--- src/rtl/sr04_ranger.sv ---
// HC-SR04 ranging engine: trigger, echo timing with timeouts, saturating cm count.
// Optional SR04_AVG_EN: o_dist reports the mean of the last four good samples.
`timescale 1ns/1ps
module sr04_ranger #(
    parameter int unsigned DIST_W      = 9,
    parameter int unsigned TRIG_US     = 10,
    parameter int unsigned US_PER_CM   = 58,
    parameter int unsigned TIMEOUT_US  = 30000,
    parameter int unsigned MAX_ECHO_US = 25000,
    parameter int unsigned HOLDOFF_US  = 60000
) (
    input  logic              clk,
    input  logic              rst,
    input  logic              i_tick,
    input  logic              i_start,
    input  logic              i_mode_cont,
    input  logic              i_echo,
    output logic              o_trig,
    output logic [DIST_W-1:0] o_dist,
    output logic              o_valid,
    output logic              o_err,
    output logic              o_busy
);
    localparam int unsigned M1      = (TIMEOUT_US > MAX_ECHO_US) ? TIMEOUT_US : MAX_ECHO_US;
    localparam int unsigned M2      = (HOLDOFF_US > TRIG_US) ? HOLDOFF_US : TRIG_US;
    localparam int unsigned CNT_MAX = (M1 > M2) ? M1 : M2;
    localparam int unsigned CNT_W   = $clog2(CNT_MAX + 1);
    localparam int unsigned SUB_W   = $clog2(US_PER_CM + 1);

    typedef enum logic [2:0] {S_IDLE, S_TRIG, S_WAIT, S_MEAS, S_HOLD} state_t;

    state_t            state_q, state_d;
    logic [CNT_W-1:0]  cnt_q, cnt_d, cnt_inc;
    logic [SUB_W-1:0]  sub_q, sub_d;
    logic [DIST_W-1:0] cm_q, cm_d, cm_t;
    logic [DIST_W-1:0] dist_q, dist_d;
    logic              err_q, err_d;
    logic              valid_q, valid_d;
    logic [2:0]        echo_q;
    logic              echo_rise, echo_fall, good, err_hit;

    assign echo_rise = echo_q[1] & ~echo_q[2];
    assign echo_fall = ~echo_q[1] & echo_q[2];
    assign cnt_inc   = cnt_q + 1'b1;

    always_ff @(posedge clk or posedge rst) begin
        if (rst) begin
            state_q <= S_IDLE;
            cnt_q   <= '0;
            sub_q   <= '0;
            cm_q    <= '0;
            dist_q  <= '0;
            err_q   <= 1'b0;
            valid_q <= 1'b0;
            echo_q  <= '0;
        end else begin
            state_q <= state_d;
            cnt_q   <= cnt_d;
            sub_q   <= sub_d;
            cm_q    <= cm_d;
            dist_q  <= dist_d;
            err_q   <= err_d;
            valid_q <= valid_d;
            echo_q  <= {echo_q[1:0], i_echo};
        end
    end

    always_comb begin
        state_d = state_q;
        cnt_d   = cnt_q;
        sub_d   = sub_q;
        cm_d    = cm_q;
        cm_t    = cm_q;
        err_d   = err_q;
        valid_d = 1'b0;
        good    = 1'b0;
        err_hit = 1'b0;
        case (state_q)
            S_IDLE: begin
                cnt_d = '0;
                if (i_start || i_mode_cont) state_d = S_TRIG;
            end
            S_TRIG: begin
                if (i_tick) begin
                    cnt_d = cnt_inc;
                    if (cnt_inc == CNT_W'(TRIG_US)) begin
                        state_d = S_WAIT;
                        cnt_d   = '0;
                    end
                end
            end
            S_WAIT: begin
                if (echo_rise) begin
                    state_d = S_MEAS;
                    cnt_d   = '0;
                    sub_d   = '0;
                    cm_d    = '0;
                end else if (i_tick) begin
                    cnt_d = cnt_inc;
                    if (cnt_inc == CNT_W'(TIMEOUT_US)) begin
                        state_d = S_HOLD;
                        cnt_d   = '0;
                        err_d   = 1'b1;
                        valid_d = 1'b1;
                    end
                end
            end
            S_MEAS: begin
                // The tick of this clk is folded into cm_t before any edge closes the measurement.
                if (i_tick) begin
                    cnt_d = cnt_inc;
                    if (sub_q == SUB_W'(US_PER_CM - 1)) begin
                        sub_d = '0;
                        if (cm_q != '1) cm_t = cm_q + 1'b1;
                    end else begin
                        sub_d = sub_q + 1'b1;
                    end
                    if (cnt_inc == CNT_W'(MAX_ECHO_US)) err_hit = 1'b1;
                end
                cm_d = cm_t;
                if (err_hit) begin
                    state_d = S_HOLD;
                    cnt_d   = '0;
                    err_d   = 1'b1;
                    valid_d = 1'b1;
                end else if (echo_fall) begin
                    state_d = S_HOLD;
                    cnt_d   = '0;
                    err_d   = 1'b0;
                    valid_d = 1'b1;
                    good    = 1'b1;
                end
            end
            S_HOLD: begin
                if (i_tick) begin
                    cnt_d = cnt_inc;
                    if (cnt_inc == CNT_W'(HOLDOFF_US)) begin
                        state_d = S_IDLE;
                        cnt_d   = '0;
                    end
                end
            end
            default: state_d = S_IDLE;
        endcase
    end

`ifdef SR04_AVG_EN
    logic [DIST_W-1:0] h0_q, h1_q, h2_q;
    logic              primed_q;
    logic [DIST_W+1:0] avg_sum;

    always_ff @(posedge clk or posedge rst) begin
        if (rst) begin
            h0_q     <= '0;
            h1_q     <= '0;
            h2_q     <= '0;
            primed_q <= 1'b0;
        end else if (good) begin
            primed_q <= 1'b1;
            h0_q     <= cm_t;
            h1_q     <= primed_q ? h0_q : cm_t;
            h2_q     <= primed_q ? h1_q : cm_t;
        end
    end

    always_comb begin
        dist_d = dist_q;
        // Before the first good sample every slot is treated as holding the new value.
        if (primed_q)
            avg_sum = {2'b00, cm_t} + {2'b00, h0_q} + {2'b00, h1_q} + {2'b00, h2_q};
        else
            avg_sum = {cm_t, 2'b00};
        if (good) dist_d = DIST_W'(avg_sum >> 2);
    end
`else
    always_comb begin
        dist_d = dist_q;
        if (good) dist_d = cm_t;
    end
`endif

    assign o_trig  = (state_q == S_TRIG);
    assign o_busy  = (state_q != S_IDLE);
    assign o_valid = valid_q;
    assign o_err   = err_q;
    assign o_dist  = dist_q;
endmodule

--- config.mk ---
export PLATFORM = sky130hd
export DESIGN_NAME = sr04_ranger
export DESIGN_NICKNAME = d
export VERILOG_FILES = /design/src/rtl/sr04_ranger.sv
export SDC_FILE = /design/constraint.sdc
export NUM_CORES = 1
export LEC_CHECK = 0
export ABC_AREA = 1
export BUFFER_PORTS_ARGS = -buffer_cell sky130_fd_sc_hd__buf_2
export CORE_MARGIN = 2
export CORE_UTILIZATION = 50
export DETAILED_ROUTE_END_ITERATION = 8
export GPL_TIMING_DRIVEN = 0
export PLACE_DENSITY_LB_ADDON = 0.15
export SLEW_MARGIN = 20
export SYNTH_ARGS = -nofsm -noshare
export SYNTH_HDL_FRONTEND = slang
export SYNTH_SLANG_ARGS = --single-unit
--- constraint.sdc ---
create_clock -name clk -period 2.6 [get_ports clk]
set_clock_uncertainty 0.05 [all_clocks]
set_input_delay 0.78 -clock clk [delete_from_list [all_inputs] [get_ports clk]]
set_output_delay 0.78 -clock clk [all_outputs]
set_load 0.005 [all_outputs]
==> impl_summary.md, run 1 <==
Final layout
The final net count is 493. The number of antenna repair diodes is 0. Once layout is complete, the utilization of the core stands at 0.582.

The proportion of layout cells with a drive suffix above 1 is 0.139. The library cell used most frequently in the layout, excluding fill and tap cells, is sky130_fd_sc_hd__nand2_1. The area growth from synthesis to layout is 11.0%.

Once layout is done, the placed cells without fillers occupy 0.00351 mm^2. In the layout the commonest cells are sky130_fd_sc_hd__nand2_1, sky130_fd_sc_hd__inv_1, sky130_fd_sc_hd__nor2_1, sky130_fd_sc_hd__dfrtp_1, sky130_fd_sc_hd__nand3_1.

Place
The post-place instance area is 0.00336 mm^2. OpenSTA, run right after detailed placement, puts the worst setup slack at -201 ps. Input and output buffers added on the ports amount to 17.

The weighted congestion reported at the end of routability-driven placement is 0.918. The half-perimeter wire length of the detailed placement result is 5410 um.

Power
The analysis attributes to cell leakage a power of 1.73 nW. Power spread over the standard cell area amounts to 784 mW/mm^2. The maximum resistive drop on vdd is 0.522 mV.

Critical path
The startpoint identified for the worst register-to-register timing path is cnt_q[0]$_DFFE_PP0P_. Along the worst path, the maximum fanout reaches 10. The worst setup path is captured at a flop. The minimum setup slack among reg-to-reg paths is 200 ps. At the worst endpoint, the arrival time is 2540 ps. The capture point of the worst reg-to-reg path is cnt_q[6]$_DFFE_PP0P_. The category of the critical setup timing path is flop to flop. At the worst endpoint, the required time is 2740 ps. STA classifies the critical path startpoint as a flop. Counting cells, the worst reg-to-reg path comes to 15.

Drt
The average via count per standard cell is 5.27. The routed wirelength normalized by instance count is 13.0 um. The remaining design rule violation count is 0. The detailed-router iteration count before antenna repair is 5.

The remaining antenna violation count is 0. For this block, the via count after detailed routing is 2937. The number of DRC markers in iteration 0 is 244.

The detailed-route wire length is 7220 um.

Yosys
The number of distinct library cell variants in the gate-level netlist after synthesis is 35. Averaged over all synthesized cells, the footprint is 6.93 um^2. The fraction of the yosys area taken by sequential cells is 0.380. The number of warnings reported in the yosys synthesis log is 0. The flip-flop and latch count after synthesis is 48. The share of synthesized cell area in full adder, half adder and majority cells is 0.0238. The share of the synthesized area in compound gates (AO/OA/AOI/OAI) was 0.0839. By area, the combinational part of the netlist is dominated by simple AND/OR/NAND/NOR gates. Of the total synthesized cell area, the portion taken by AND, OR, NAND and NOR gates is 0.420. In the post-synthesis netlist, the biggest area contributors are sky130_fd_sc_hd__dfrtp_1, sky130_fd_sc_hd__nand2_1, sky130_fd_sc_hd__nand3_1, sky130_fd_sc_hd__inv_1, sky130_fd_sc_hd__nor2_1. The fraction of synthesized cell area taken by the top area cell type is 0.380.

The post-synthesis cell count is 456. The share of cell area taken by muxes after synthesis is 0. The cell area that synthesis handed to floorplanning was 0.00316 mm^2. The cell accounting for the most synthesized area is sky130_fd_sc_hd__dfrtp_1.

Of the total synthesized cell area, the portion taken by XOR and XNOR cells is 0.00554. When the netlist entered floorplanning its net count stood at 468.

Die
The width of the die is 83.5 um. The number of standard-cell rows in the floorplan is 28. The die is 83.5 um tall. The number of top-level pins is 19. The starting density of the core is 0.525. The core area is 0.00603 mm^2. The die area is 0.00697 mm^2.

GRT
Entering global routing, the biggest net connects 32 pins. The aggregate global-route resource usage is 0.213. The initial antenna violation count is 0.

The via count of the first global-routing pass is 2605. The global-route wire length before repair is 12300 um. The residual overflow from global routing is 0.

Timing
The final setup violation count is 0. The final period demand of the worst path is 2400 ps. Setup repair after global routing left no endpoint under its margin. The number of hold violations in the final report is 0. The slew at the pin with the worst max-slew slack is 476 ps. Of the available clock period, the critical path in the final layout requires 0.924. The tightest slew margin relative to the limit is 0.683. The number of max-slew violations in the final report came to 0. Timing would allow up to 416 MHz. Across all setup checks in the final design, the least slack found is 197 ps.

Worst hold path
For hold timing, the worst endpoint is echo_q[1]$_DFF_PP0_. The number of instances on the worst hold path is 0. The worst hold path class is flop to flop. The hold path startpoint is echo_q[0]$_DFF_PP0_.

Clocking
The latest clock arrival within the worst-skew pair is 310 ps. Clock tree synthesis found a total of 48 sinks. The H-tree was split into 2 levels.

The longest clock path from root to sink contains 2 buffers. The number of buffers inserted by hold repair at cts is 0. The CTS tree is yes.

Clock-pin slew was measured on the worst setup and hold paths at 110 ps. The number of clock buffers added by TritonCTS is 5. The cell at the root of the clock tree is sky130_fd_sc_hd__clkbuf_8.

Flow run
Max-cap violations in this run came to 0.

Status
The run finished with clean final reports.
==> worst max path at each step <==
stage / start / endpoint / slack, ps / depth (start not counted)
finish: cnt_q[0]$_DFFE_PP0P_ / cnt_q[6]$_DFFE_PP0P_ / 200 / 15
global route: cnt_q[0]$_DFFE_PP0P_ / cnt_q[2]$_DFFE_PP0P_ / 20 / 15
CTS: cnt_q[0]$_DFFE_PP0P_ / cnt_q[6]$_DFFE_PP0P_ / 60 / 13
detailed placement: i_tick / cnt_q[6]$_DFFE_PP0P_ / -200 / 10
global placement: i_tick / cnt_q[2]$_DFFE_PP0P_ / -170 / 10
floorplan: i_tick / cnt_q[8]$_DFFE_PP0P_ / 390 / 10
==> worst max-delay path: stages (launching register included) <==
cell	delay, ps
sky130_fd_sc_hd__dfrtp_2	460
sky130_fd_sc_hd__ha_4	190
sky130_fd_sc_hd__nand2_1	90
sky130_fd_sc_hd__nor2_2	160
sky130_fd_sc_hd__nand2_1	100
sky130_fd_sc_hd__nand2_1	80
sky130_fd_sc_hd__nand2_2	80
sky130_fd_sc_hd__nor2_1	90
sky130_fd_sc_hd__nand2_1	60
sky130_fd_sc_hd__nor2_1	190
sky130_fd_sc_hd__nand3_1	100
sky130_fd_sc_hd__nand2_1	130
sky130_fd_sc_hd__nand4_4	170
sky130_fd_sc_hd__buf_6	190
sky130_fd_sc_hd__nand3_1	80
sky130_fd_sc_hd__nand2_1	60
==> cell usage after synthesis <==
| cell | n |
|---|---|
| sky130_fd_sc_hd__buf_4 | 2 |
| sky130_fd_sc_hd__nand4_4 | 1 |
| sky130_fd_sc_hd__o21ai_0 | 17 |
| sky130_fd_sc_hd__a21boi_0 | 1 |
| sky130_fd_sc_hd__xor2_1 | 1 |
| sky130_fd_sc_hd__a31oi_2 | 2 |
| sky130_fd_sc_hd__inv_1 | 57 |
| sky130_fd_sc_hd__buf_6 | 2 |
| sky130_fd_sc_hd__nor2_4 | 3 |
| sky130_fd_sc_hd__nand3_2 | 5 |
| sky130_fd_sc_hd__nand2_4 | 2 |
| sky130_fd_sc_hd__a2bb2oi_1 | 1 |
| sky130_fd_sc_hd__or2_2 | 1 |
| sky130_fd_sc_hd__clkbuf_1 | 4 |
| sky130_fd_sc_hd__a31oi_1 | 7 |
| sky130_fd_sc_hd__nor3_1 | 3 |
| sky130_fd_sc_hd__nor2_8 | 1 |
| sky130_fd_sc_hd__a21oi_1 | 9 |
| sky130_fd_sc_hd__nor2_1 | 56 |
| sky130_fd_sc_hd__nand3_1 | 44 |
| sky130_fd_sc_hd__xnor2_1 | 1 |
| sky130_fd_sc_hd__o211ai_1 | 4 |
| sky130_fd_sc_hd__o22ai_1 | 2 |
| sky130_fd_sc_hd__nand2_1 | 144 |
| sky130_fd_sc_hd__ha_1 | 6 |
| sky130_fd_sc_hd__nand3b_1 | 2 |
| sky130_fd_sc_hd__o31ai_1 | 1 |
| sky130_fd_sc_hd__nor3_2 | 1 |
| sky130_fd_sc_hd__inv_2 | 1 |
| sky130_fd_sc_hd__nand2_2 | 5 |
| sky130_fd_sc_hd__nand4_1 | 11 |
| sky130_fd_sc_hd__dfrtp_1 | 48 |
| sky130_fd_sc_hd__nor2_2 | 9 |
| sky130_fd_sc_hd__nor4_1 | 1 |
| sky130_fd_sc_hd__clkinv_1 | 1 |
==> state kept, by name, indices dropped and copies added, names as in the netlist <==
signal,flops
sub_q,6
cnt_q,16
o_err,1
o_dist,9
state_q,3
o_valid,1
cm_q,9
echo_q,3
==> report_power, final <==
group          total [mW]  internal, mW  switching, mW  leakage, nW
combinational        1.10         0.389          0.710         1.03
sequential           1.07         0.917          0.150        0.635
clock               0.586         0.315          0.270       0.0614
total                2.75          1.62           1.13         1.73
==> stage by stage <==
step	instances	power (mW)	hold slack (ps)	TNS [ps]
CTS	557	2.74	321	0
detailed placement	549	2.14	300	-1790
floorplan	456	1.81	281	0
finish	557	2.75	324	0
global route	557	2.98	334	0
global placement	548	2.11	313	-2370
==> metal layers <==
| metal | global-route usage | vias to the layer above | part of all wire |
|---|---|---|---|
| met5 | 0 | - | 0 |
| met3 | 0.0346 | 4 | 0.043 |
| met1 | 0.325 | 1353 | 0.52 |
| met4 | 0.0513 | 0 | 0.0082 |
| li1 | - | 1508 | - |
| met2 | 0.318 | 72 | 0.43 |
==> cell families after synthesis <==
kind of cell    count (synthesis)
simple gates                  289
xor+xnor                        2
compound gates                 44
fa+ha+maj                       6
buf+inv                        67
flops                          48
==> timing repair <==
item / 4_1_cts / 5_1_grt
setup endpoints to repair: 0 / 24
setup buffers: 0 / 0
gates resized for setup: 0 / 8
==> final cells by class <==
| cell class | instances | area (um^2) |
|---|---|---|
| plain buffers | 8 | 52.6 |
| clock buffers | 6 | 82.6 |
| clock inverters | 2 | 38.8 |
| fillers | 568 | 2520 |
| inverters | 59 | 221 |
| multi-input cells | 341 | 1710 |
| flip-flops and latches | 48 | 1200 |
| well taps | 75 | 93.8 |
| repair buffers | 18 | 105 |
(Power assumes the default switching activity.)
==> run 2: changes to the inputs <==
--- a/config.mk
+++ b/config.mk
@@ -7,8 +7,9 @@
 export LEC_CHECK = 0
 export ABC_AREA = 1
 export BUFFER_PORTS_ARGS = -buffer_cell sky130_fd_sc_hd__buf_2
-export CORE_MARGIN = 2
-export CORE_UTILIZATION = 50
+export CORE_MARGIN = 3
+export CORE_UTILIZATION = 40
+export CTS_CLUSTER_DIAMETER = 150
 export DETAILED_ROUTE_END_ITERATION = 8
 export GPL_TIMING_DRIVEN = 0
 export PLACE_DENSITY_LB_ADDON = 0.15
==> run 2 against run 1 <==
  * Combinational power barely moved
  * Non-clock buffer count did not move
  * Setup slack improved by 77 ps
  * Cell count rose by 4.3%
  * Count of clock-buffer cells in the layout did not move
  * Clock power fell by 1%
  * Die area rose by 29%
  * Power fell by 0.81%
  * Cell area rose by 0.86%
  * Critical path depth fell by 3
  * Global-route usage fell by 4.0 points
  * Utilization fell by 11 points
  * Largest power group unchanged
==> impl_summary.md, run 2 (synthesis gave the netlist of run 1 again) <==
Drt
The via total after detailed routing is 2906 (was 2937). The remaining design rule violation count is 0 (unchanged). The routed wirelength normalized by instance count is 12.9 um (was 13.0 um). The number of DRC markers in iteration 0 is 160 (was 244). The remaining antenna violation count is 0 (unchanged). The detailed-route wire length is 7470 um (was 7220 um).

The detailed-router iteration count before antenna repair is 4 (was 5). The average via count per standard cell was 5.00 (was 5.27).

Clocking
The number of buffers inserted by hold repair at cts is 0 (unchanged). The number of H-tree levels was 2 (unchanged). The cell at the root of the clock tree is sky130_fd_sc_hd__clkbuf_8 (unchanged).

The post-CTS clock slew at the launch and capture registers of the worst setup and hold paths is 100 ps (was 110 ps). The number of buffers inserted during clock tree synthesis is 5 (unchanged). The CTS tree is yes (unchanged). The latest clock arrival within the worst-skew pair is 300 ps (was 310 ps).

The maximum count of clock buffers along a single path is 2 (unchanged). The number of clock sinks came to 48 (unchanged).

Place
The weighted congestion reported at the end of routability-driven placement is 0.926 (was 0.918). The half-perimeter wire length of the detailed placement result came to 5560 um (was 5410 um). The count of input and output buffers is 17 (unchanged). The instance count after placement with tap cells included came to 573 (was 549).

Critical path
The kind of start point of the critical path is a flop (unchanged). The minimum setup slack among reg-to-reg paths came to 270 ps (was 200 ps). The largest fanout on the critical path is 10 (unchanged). The category of the critical setup timing path is flop to flop (unchanged). The critical path data required time is 2730 ps (was 2740 ps). The arrival time at the worst endpoint is 2450 ps (was 2540 ps). The endpoint class of the critical path is a flop (unchanged).

Timing
The tightest slew margin relative to the limit is 0.647 (was 0.683). The maximum operating frequency is 430 MHz (was 416 MHz). RSZ-0062 raised after global routing: no (unchanged). The period utilization is 0.895 (was 0.924). The setup TNS is 0 ps (unchanged). The slew at the pin with the worst max-slew slack is 529 ps (was 476 ps). The final period demand of the worst path is 2330 ps (was 2400 ps). The final setup violation count was 0 (unchanged). The number of hold violations in the final report was 0 (unchanged). The number of max-slew violations in the final report came to 0 (unchanged).

Final layout
Most frequent cells in the layout: sky130_fd_sc_hd__nand2_1, sky130_fd_sc_hd__inv_1, sky130_fd_sc_hd__nor2_1, sky130_fd_sc_hd__dfrtp_1, sky130_fd_sc_hd__nand3_1 (unchanged). The synthesis-to-layout area growth is 12.0% (was 11.0%). The final net count is 493 (unchanged). The final-layout fill cell count is 767 (was 568). The leading cell type in the layout, fill and taps excluded was sky130_fd_sc_hd__nand2_1 (unchanged). The post-route non-filler standard cell count came to 581 (was 557). The proportion of layout cells with a drive suffix above 1 is 0.143 (was 0.139).

The number of antenna repair diodes is 0 (unchanged). The flip-flop count of the largest register, all copies and words added is 16 (unchanged). The register with the highest flop count is cnt_q (unchanged).

Worst hold path
The worst hold path class is flop to flop (unchanged).

Die
The die area came to 0.00900 mm^2 (was 0.00697 mm^2). The number of top-level pins is 19 (unchanged). The vertical extent of the die is 94.9 um (was 83.5 um).

The width of the die was 94.9 um (was 83.5 um). The number of standard-cell rows in the floorplan is 31 (was 28). The core area came to 0.00745 mm^2 (was 0.00603 mm^2). The starting density of the core is 0.424 (was 0.525).

GRT
The largest net degree at the start of global routing is 27 (was 32). The global-route wire length before repair is 12600 um (was 12300 um). The aggregate global-route resource usage is 0.174 (was 0.213). The via count of the first global-routing pass is 2659 (was 2605). The initial antenna violation count is 0 (unchanged).

The residual overflow from global routing is 0 (unchanged).

Flow run
The max-capacitance violation count is 0 (unchanged).

Power
The leakage power is 1.73 nW (about the same). The power per cell area is 771 mW/mm^2 (was 784 mW/mm^2). The maximum resistive drop on vdd is 0.370 mV (was 0.522 mV).

Status
Status: finished, final reports clean (unchanged).
run 2: cell counts in the layout (fill, tap and decap cells not counted):
Identical to the previous run, type by type.
run 2: repair_timing:
item | in CTS | in global routing
gates resized for setup | 0 | 11
hold endpoints to repair | 0 | 0
endpoints found under the setup margin | 0 | 29
buffers inserted | 0 | 0
run 2: path summary, 6_finish.rpt:
kind / from / to / depth (start not counted)
worst max-delay path: cnt_q[9]$_DFFE_PP0P_ / o_dist[1]$_DFFE_PP0P_ / 12
worst min-delay path: echo_q[0]$_DFF_PP0_ / echo_q[1]$_DFF_PP0_ / 0
worst max register to register: cnt_q[9]$_DFFE_PP0P_ / o_dist[1]$_DFFE_PP0P_ / 12
worst min register to register: echo_q[0]$_DFF_PP0_ / echo_q[1]$_DFF_PP0_ / 0
max in group asynchronous: rst / cnt_q[0]$_DFFE_PP0P_ / 3
min in group asynchronous: rst / cnt_q[13]$_DFFE_PP0P_ / 2
run 2: cell type report:
| type | instances | area, um^2 | area share |
|---|---|---|---|
| Clock inverter | 2 | 38.8 | 0.0110 |
| Timing Repair Buffer | 18 | 105 | 0.0297 |
| Multi-Input combinational cell | 341 | 1710 | 0.483 |
| Clock buffer | 6 | 82.6 | 0.0233 |
| Buffer | 8 | 53.8 | 0.0152 |
| Inverter | 59 | 221 | 0.0626 |
| Sequential cell | 48 | 1200 | 0.340 |
| Tap cell | 99 | 124 | 0.0350 |
run 2: power by group:
group	total [mW]	internal, mW	switching (mW)
Clock	0.580	0.315	0.265
Sequential	1.06	0.917	0.147
Combinational	1.09	0.384	0.701
run 2: layer usage:
metal | track usage | up-vias | part of all wire
met5 | 0 | - | 0
met4 | 0.0373 | 0 | 0.011
met2 | 0.266 | 56 | 0.44
met3 | 0.0335 | 8 | 0.041
met1 | 0.254 | 1330 | 0.51
li1 | - | 1512 | -
run 2: critical path: stages, from the launching register on:
cell and delay [ps]:
sky130_fd_sc_hd__dfrtp_1 450, sky130_fd_sc_hd__nand2_1 140, sky130_fd_sc_hd__nor2_2 320, sky130_fd_sc_hd__nand3_1 150, sky130_fd_sc_hd__nand2_1 80, sky130_fd_sc_hd__nand2_1 110
sky130_fd_sc_hd__nand2_2 110, sky130_fd_sc_hd__nor2_2 40, sky130_fd_sc_hd__nand3_2 90, sky130_fd_sc_hd__nand2_1 90, sky130_fd_sc_hd__nor2_4 270, sky130_fd_sc_hd__buf_6 200
sky130_fd_sc_hd__a31oi_1 90
run 2: per-stage QoR:
step,setup slack (ps),utilization,hold WS (ps),area (um^2),total power [mW]
floorplan,391,-,281,3160,1.81
global placement,-250,0.452,319,3370,2.14
detailed placement,-247,0.455,305,3390,2.16
CTS,28.7,0.471,329,3510,2.76
global route,22.3,0.475,349,3540,2.96
finish,274,0.475,329,3540,2.73
==> run 3: changes to the inputs <==
--- a/config.mk
+++ b/config.mk
@@ -7,12 +7,15 @@
 export LEC_CHECK = 0
 export ABC_AREA = 1
 export BUFFER_PORTS_ARGS = -buffer_cell sky130_fd_sc_hd__buf_2
+export CELL_PAD_IN_SITES_DETAIL_PLACEMENT = 1
+export CELL_PAD_IN_SITES_GLOBAL_PLACEMENT = 2
 export CORE_MARGIN = 3
-export CORE_UTILIZATION = 40
+export CORE_UTILIZATION = 35
 export CTS_CLUSTER_DIAMETER = 150
 export DETAILED_ROUTE_END_ITERATION = 8
 export GPL_TIMING_DRIVEN = 0
 export PLACE_DENSITY_LB_ADDON = 0.15
+export RECOVER_POWER = 25
 export SLEW_MARGIN = 20
 export SYNTH_ARGS = -nofsm -noshare
 export SYNTH_HDL_FRONTEND = slang
==> run 3 against run 2 <==
  * Sequential share of layout area down 0.40 points
  * Count of clock-buffer cells in the layout fell by 1
  * Non-clock buffer count grew 4
  * Fmax down 3.7%
  * Cell count up 2.2%
  * Utilization fell by 6.7 points
  * Via count grew 3.0%
  * Setup slack lost 88 ps
  * Critical path depth fell by 2
  * Clock power barely moved
  * Critical path type is now primary input to flop
==> impl_summary.md, run 3 (synthesis gave the netlist of run 1 again) <==
Status
Status: finished, final reports clean (unchanged).

Final layout
The final net count came to 497 (was 493). The register with the highest flop count is cnt_q (unchanged). The synthesis-to-layout area growth is 13.3% (was 12.0%). The leading cell type in the layout, fill and taps excluded is sky130_fd_sc_hd__nand2_1 (unchanged). The final non-filler cell area came to 0.00358 mm^2 (was 0.00354 mm^2). The number of antenna repair diodes is 0 (unchanged). The proportion of layout cells with a drive suffix above 1 is 0.148 (was 0.143). Most frequent cells in the layout: sky130_fd_sc_hd__nand2_1, sky130_fd_sc_hd__inv_1, sky130_fd_sc_hd__nor2_1, sky130_fd_sc_hd__dfrtp_1, sky130_fd_sc_hd__nand3_1 (unchanged). The post-route non-filler standard cell count is 594 (was 581). The flip-flop count of the largest register, all copies and words added is 16 (unchanged).

Place
The post-place instance area was 0.00340 mm^2 (was 0.00339 mm^2). The count of input and output buffers is 17 (unchanged). The weighted congestion reported at the end of routability-driven placement was 0.781 (was 0.926).

The half-perimeter wire length of the detailed placement result is 6680 um (was 5560 um). The instance count after placement with tap cells included came to 582 (was 573). The post-place setup slack is -312 ps (was -247 ps).

Timing
The maximum operating frequency is 414 MHz (was 430 MHz). The period utilization was 0.929 (was 0.895). RSZ-0062 raised after global routing: no (unchanged). The tightest slew margin relative to the limit was 0.458 (was 0.647). The setup TNS is 0 ps (unchanged). The final period demand of the worst path was 2410 ps (was 2330 ps). The number of hold violations in the final report is 0 (unchanged). The number of max-slew violations in the final report is 0 (unchanged).

The slew at the pin with the worst max-slew slack was 813 ps (was 529 ps). The final setup violation count came to 0 (unchanged). The final critical-path setup slack is 186 ps (was 274 ps).

Critical path
The capture point of the worst reg-to-reg path is cnt_q[5]$_DFFE_PP0P_ (was o_dist[1]$_DFFE_PP0P_). The largest fanout on the critical path is 10 (unchanged). The biggest cell delay along the critical path came to 380 ps (was 450 ps). The arrival time at the worst endpoint came to 2620 ps (was 2450 ps). The highest-delay cell along the critical path is sky130_fd_sc_hd__clkbuf_1 (was sky130_fd_sc_hd__dfrtp_1).

The path depth of the worst reg2reg path is 12 (unchanged). Cells traversed along the worst timing path: clkbuf_1, inv_1, nand3_1, o21ai_0, nor2_1, inv_2, nor2_2, buf_4, nand3_1, nand2_1 (was nand2_1, nor2_2, nand3_1, nand2_1, nand2_1, nand2_2, nor2_2, nand3_2, nand2_1, nor2_4, buf_6, a31oi_1). The startpoint of the worst setup timing path is i_tick (was cnt_q[9]$_DFFE_PP0P_).

The family with the most delay on the worst path is buffers and inverters (was simple AND/OR/NAND/NOR gates). The critical path data required time is 2800 ps (was 2730 ps). The category of the critical setup timing path is primary input to flop (was flop to flop). The endpoint class of the critical path was a flop (unchanged). The start of the worst register-to-register path is cnt_q[9]$_DFFE_PP0P_ (unchanged). The minimum setup slack among reg-to-reg paths is 210 ps (was 270 ps). The kind of start point of the critical path is a primary input (was flop). The most used cell along the critical path is sky130_fd_sc_hd__nand3_1 (was sky130_fd_sc_hd__nand2_1). The number of buffers and inverters on the critical path came to 4 (was 1).

Power
The leakage power is 1.75 nW (was 1.73 nW). The maximum resistive drop on vdd is 0.328 mV (was 0.370 mV). The post-layout total power is 2.77 mW (was 2.73 mW). The power per cell area is 773 mW/mm^2 (was 771 mW/mm^2).

GRT
The global-route wire length before repair came to 14700 um (was 12600 um). The largest net degree at the start of global routing was 31 (was 27). The initial antenna violation count came to 0 (unchanged). The residual overflow from global routing is 0 (unchanged). The via count of the first global-routing pass came to 3002 (was 2659). The aggregate global-route resource usage is 0.181 (was 0.174).

Worst hold path
The worst hold path class is flop to flop (unchanged). The number of instances on the worst hold path is 0 (unchanged). The hold path startpoint is echo_q[0]$_DFF_PP0_ (unchanged). The sink of the worst hold path is echo_q[1]$_DFF_PP0_ (unchanged).

Clocking
The post-CTS clock slew at the launch and capture registers of the worst setup and hold paths came to 100 ps (about the same). The cell at the root of the clock tree was sky130_fd_sc_hd__clkbuf_8 (unchanged). The number of buffers inserted during clock tree synthesis is 5 (unchanged).

The number of clock sinks is 48 (unchanged). The number of H-tree levels was 2 (unchanged). The CTS tree is yes (unchanged). The latest clock arrival within the worst-skew pair is 310 ps (was 300 ps). The maximum count of clock buffers along a single path is 2 (unchanged).

Die
The vertical extent of the die is 101 um (was 94.9 um). The core area is 0.00876 mm^2 (was 0.00745 mm^2). The number of top-level pins is 19 (unchanged). The starting density of the core is 0.361 (was 0.424). The number of standard-cell rows in the floorplan is 34 (was 31). The die area is 0.0102 mm^2 (was 0.00900 mm^2). The width of the die is 101 um (was 94.9 um).

Drt
The remaining antenna violation count is 0 (unchanged). The detailed-route wire length came to 8750 um (was 7470 um). The via total after detailed routing was 2994 (was 2906). The number of DRC markers in iteration 0 is 70 (was 160). The detailed-router iteration count before antenna repair was 4 (unchanged). The routed wirelength normalized by instance count is 14.7 um (was 12.9 um). The average via count per standard cell came to 5.04 (was 5.00). The remaining design rule violation count is 0 (unchanged).

Flow run
The max-capacitance violation count is 0 (unchanged).
==> run 3: timing repair <==
| action | in CTS | in global routing |
|---|---|---|
| hold buffers | 0 | 0 |
| gates cloned | 0 | 0 |
| pin swaps | 1 | 2 |
| gates resized for setup | 2 | 8 |
| buffers inserted | 2 | 2 |
| endpoints found under the setup margin | 20 | 19 |
==> run 3: stage by stage <==
| step | util | hold slack (ps) |
|---|---|---|
| 4_1_cts | 0.403 | 314 |
| 5_1_grt | 0.409 | 331 |
| 3_5_place_dp | 0.388 | 290 |
| 6_report | 0.409 | 312 |
| 2_1_floorplan | - | 281 |
| 3_3_place_gp | 0.386 | 288 |
==> run 3: how the worst max path moves through the flow <==
stage / cells after the start / slack, ps / endpoint
after CTS: 10 / 7 / cnt_q[8]$_DFFE_PP0P_
after detailed placement: 10 / -310 / cnt_q[8]$_DFFE_PP0P_
final: 10 / 190 / cnt_q[8]$_DFFE_PP0P_
after floorplan: 10 / 390 / cnt_q[8]$_DFFE_PP0P_
after global routing: 15 / 9 / cnt_q[5]$_DFFE_PP0P_
after global placement: 10 / -360 / cnt_q[2]$_DFFE_PP0P_
==> run 3: final cells by class <==
cell class | instances | area [um^2]
fillers | 1150 | 5180
clock buffers | 5 | 68.8
inverters | 59 | 221
well taps | 108 | 135
flip-flops and latches | 48 | 1200
plain buffers | 8 | 52.6
clock inverters | 3 | 46.3
multi-input cells | 341 | 1720
repair buffers | 22 | 133
==> run 3: report_power, final <==
group	switching [mW]	leakage, nW	total, mW	internal (mW)
Clock	0.290	0.0548	0.581	0.291
Sequential	0.153	0.635	1.07	0.917
Combinational	0.731	1.07	1.12	0.385
Total	1.17	1.75	2.77	1.59
==> run 3: worst reg2reg max path, cell delays in order (launching register included) <==
cell and delay [ps]:
sky130_fd_sc_hd__dfrtp_1 450, sky130_fd_sc_hd__nand2_1 160, sky130_fd_sc_hd__nor2_2 320, sky130_fd_sc_hd__nand4_1 130
sky130_fd_sc_hd__nand2_1 160, sky130_fd_sc_hd__nand2_1 110, sky130_fd_sc_hd__nor3_4 230, sky130_fd_sc_hd__nand2_1 90
sky130_fd_sc_hd__nand2_2 90, sky130_fd_sc_hd__nand4_4 170, sky130_fd_sc_hd__buf_6 200, sky130_fd_sc_hd__nand3_1 70
sky130_fd_sc_hd__nand2_1 50
==> run 3: routing by layer <==
layer	GRT usage	wire length (um)	vias up
met3	0.0242	190	7
li1	-	-	1512
met4	0.0450	75	0
met5	0	0	-
met1	0.252	4400	1448
met2	0.296	4080	27
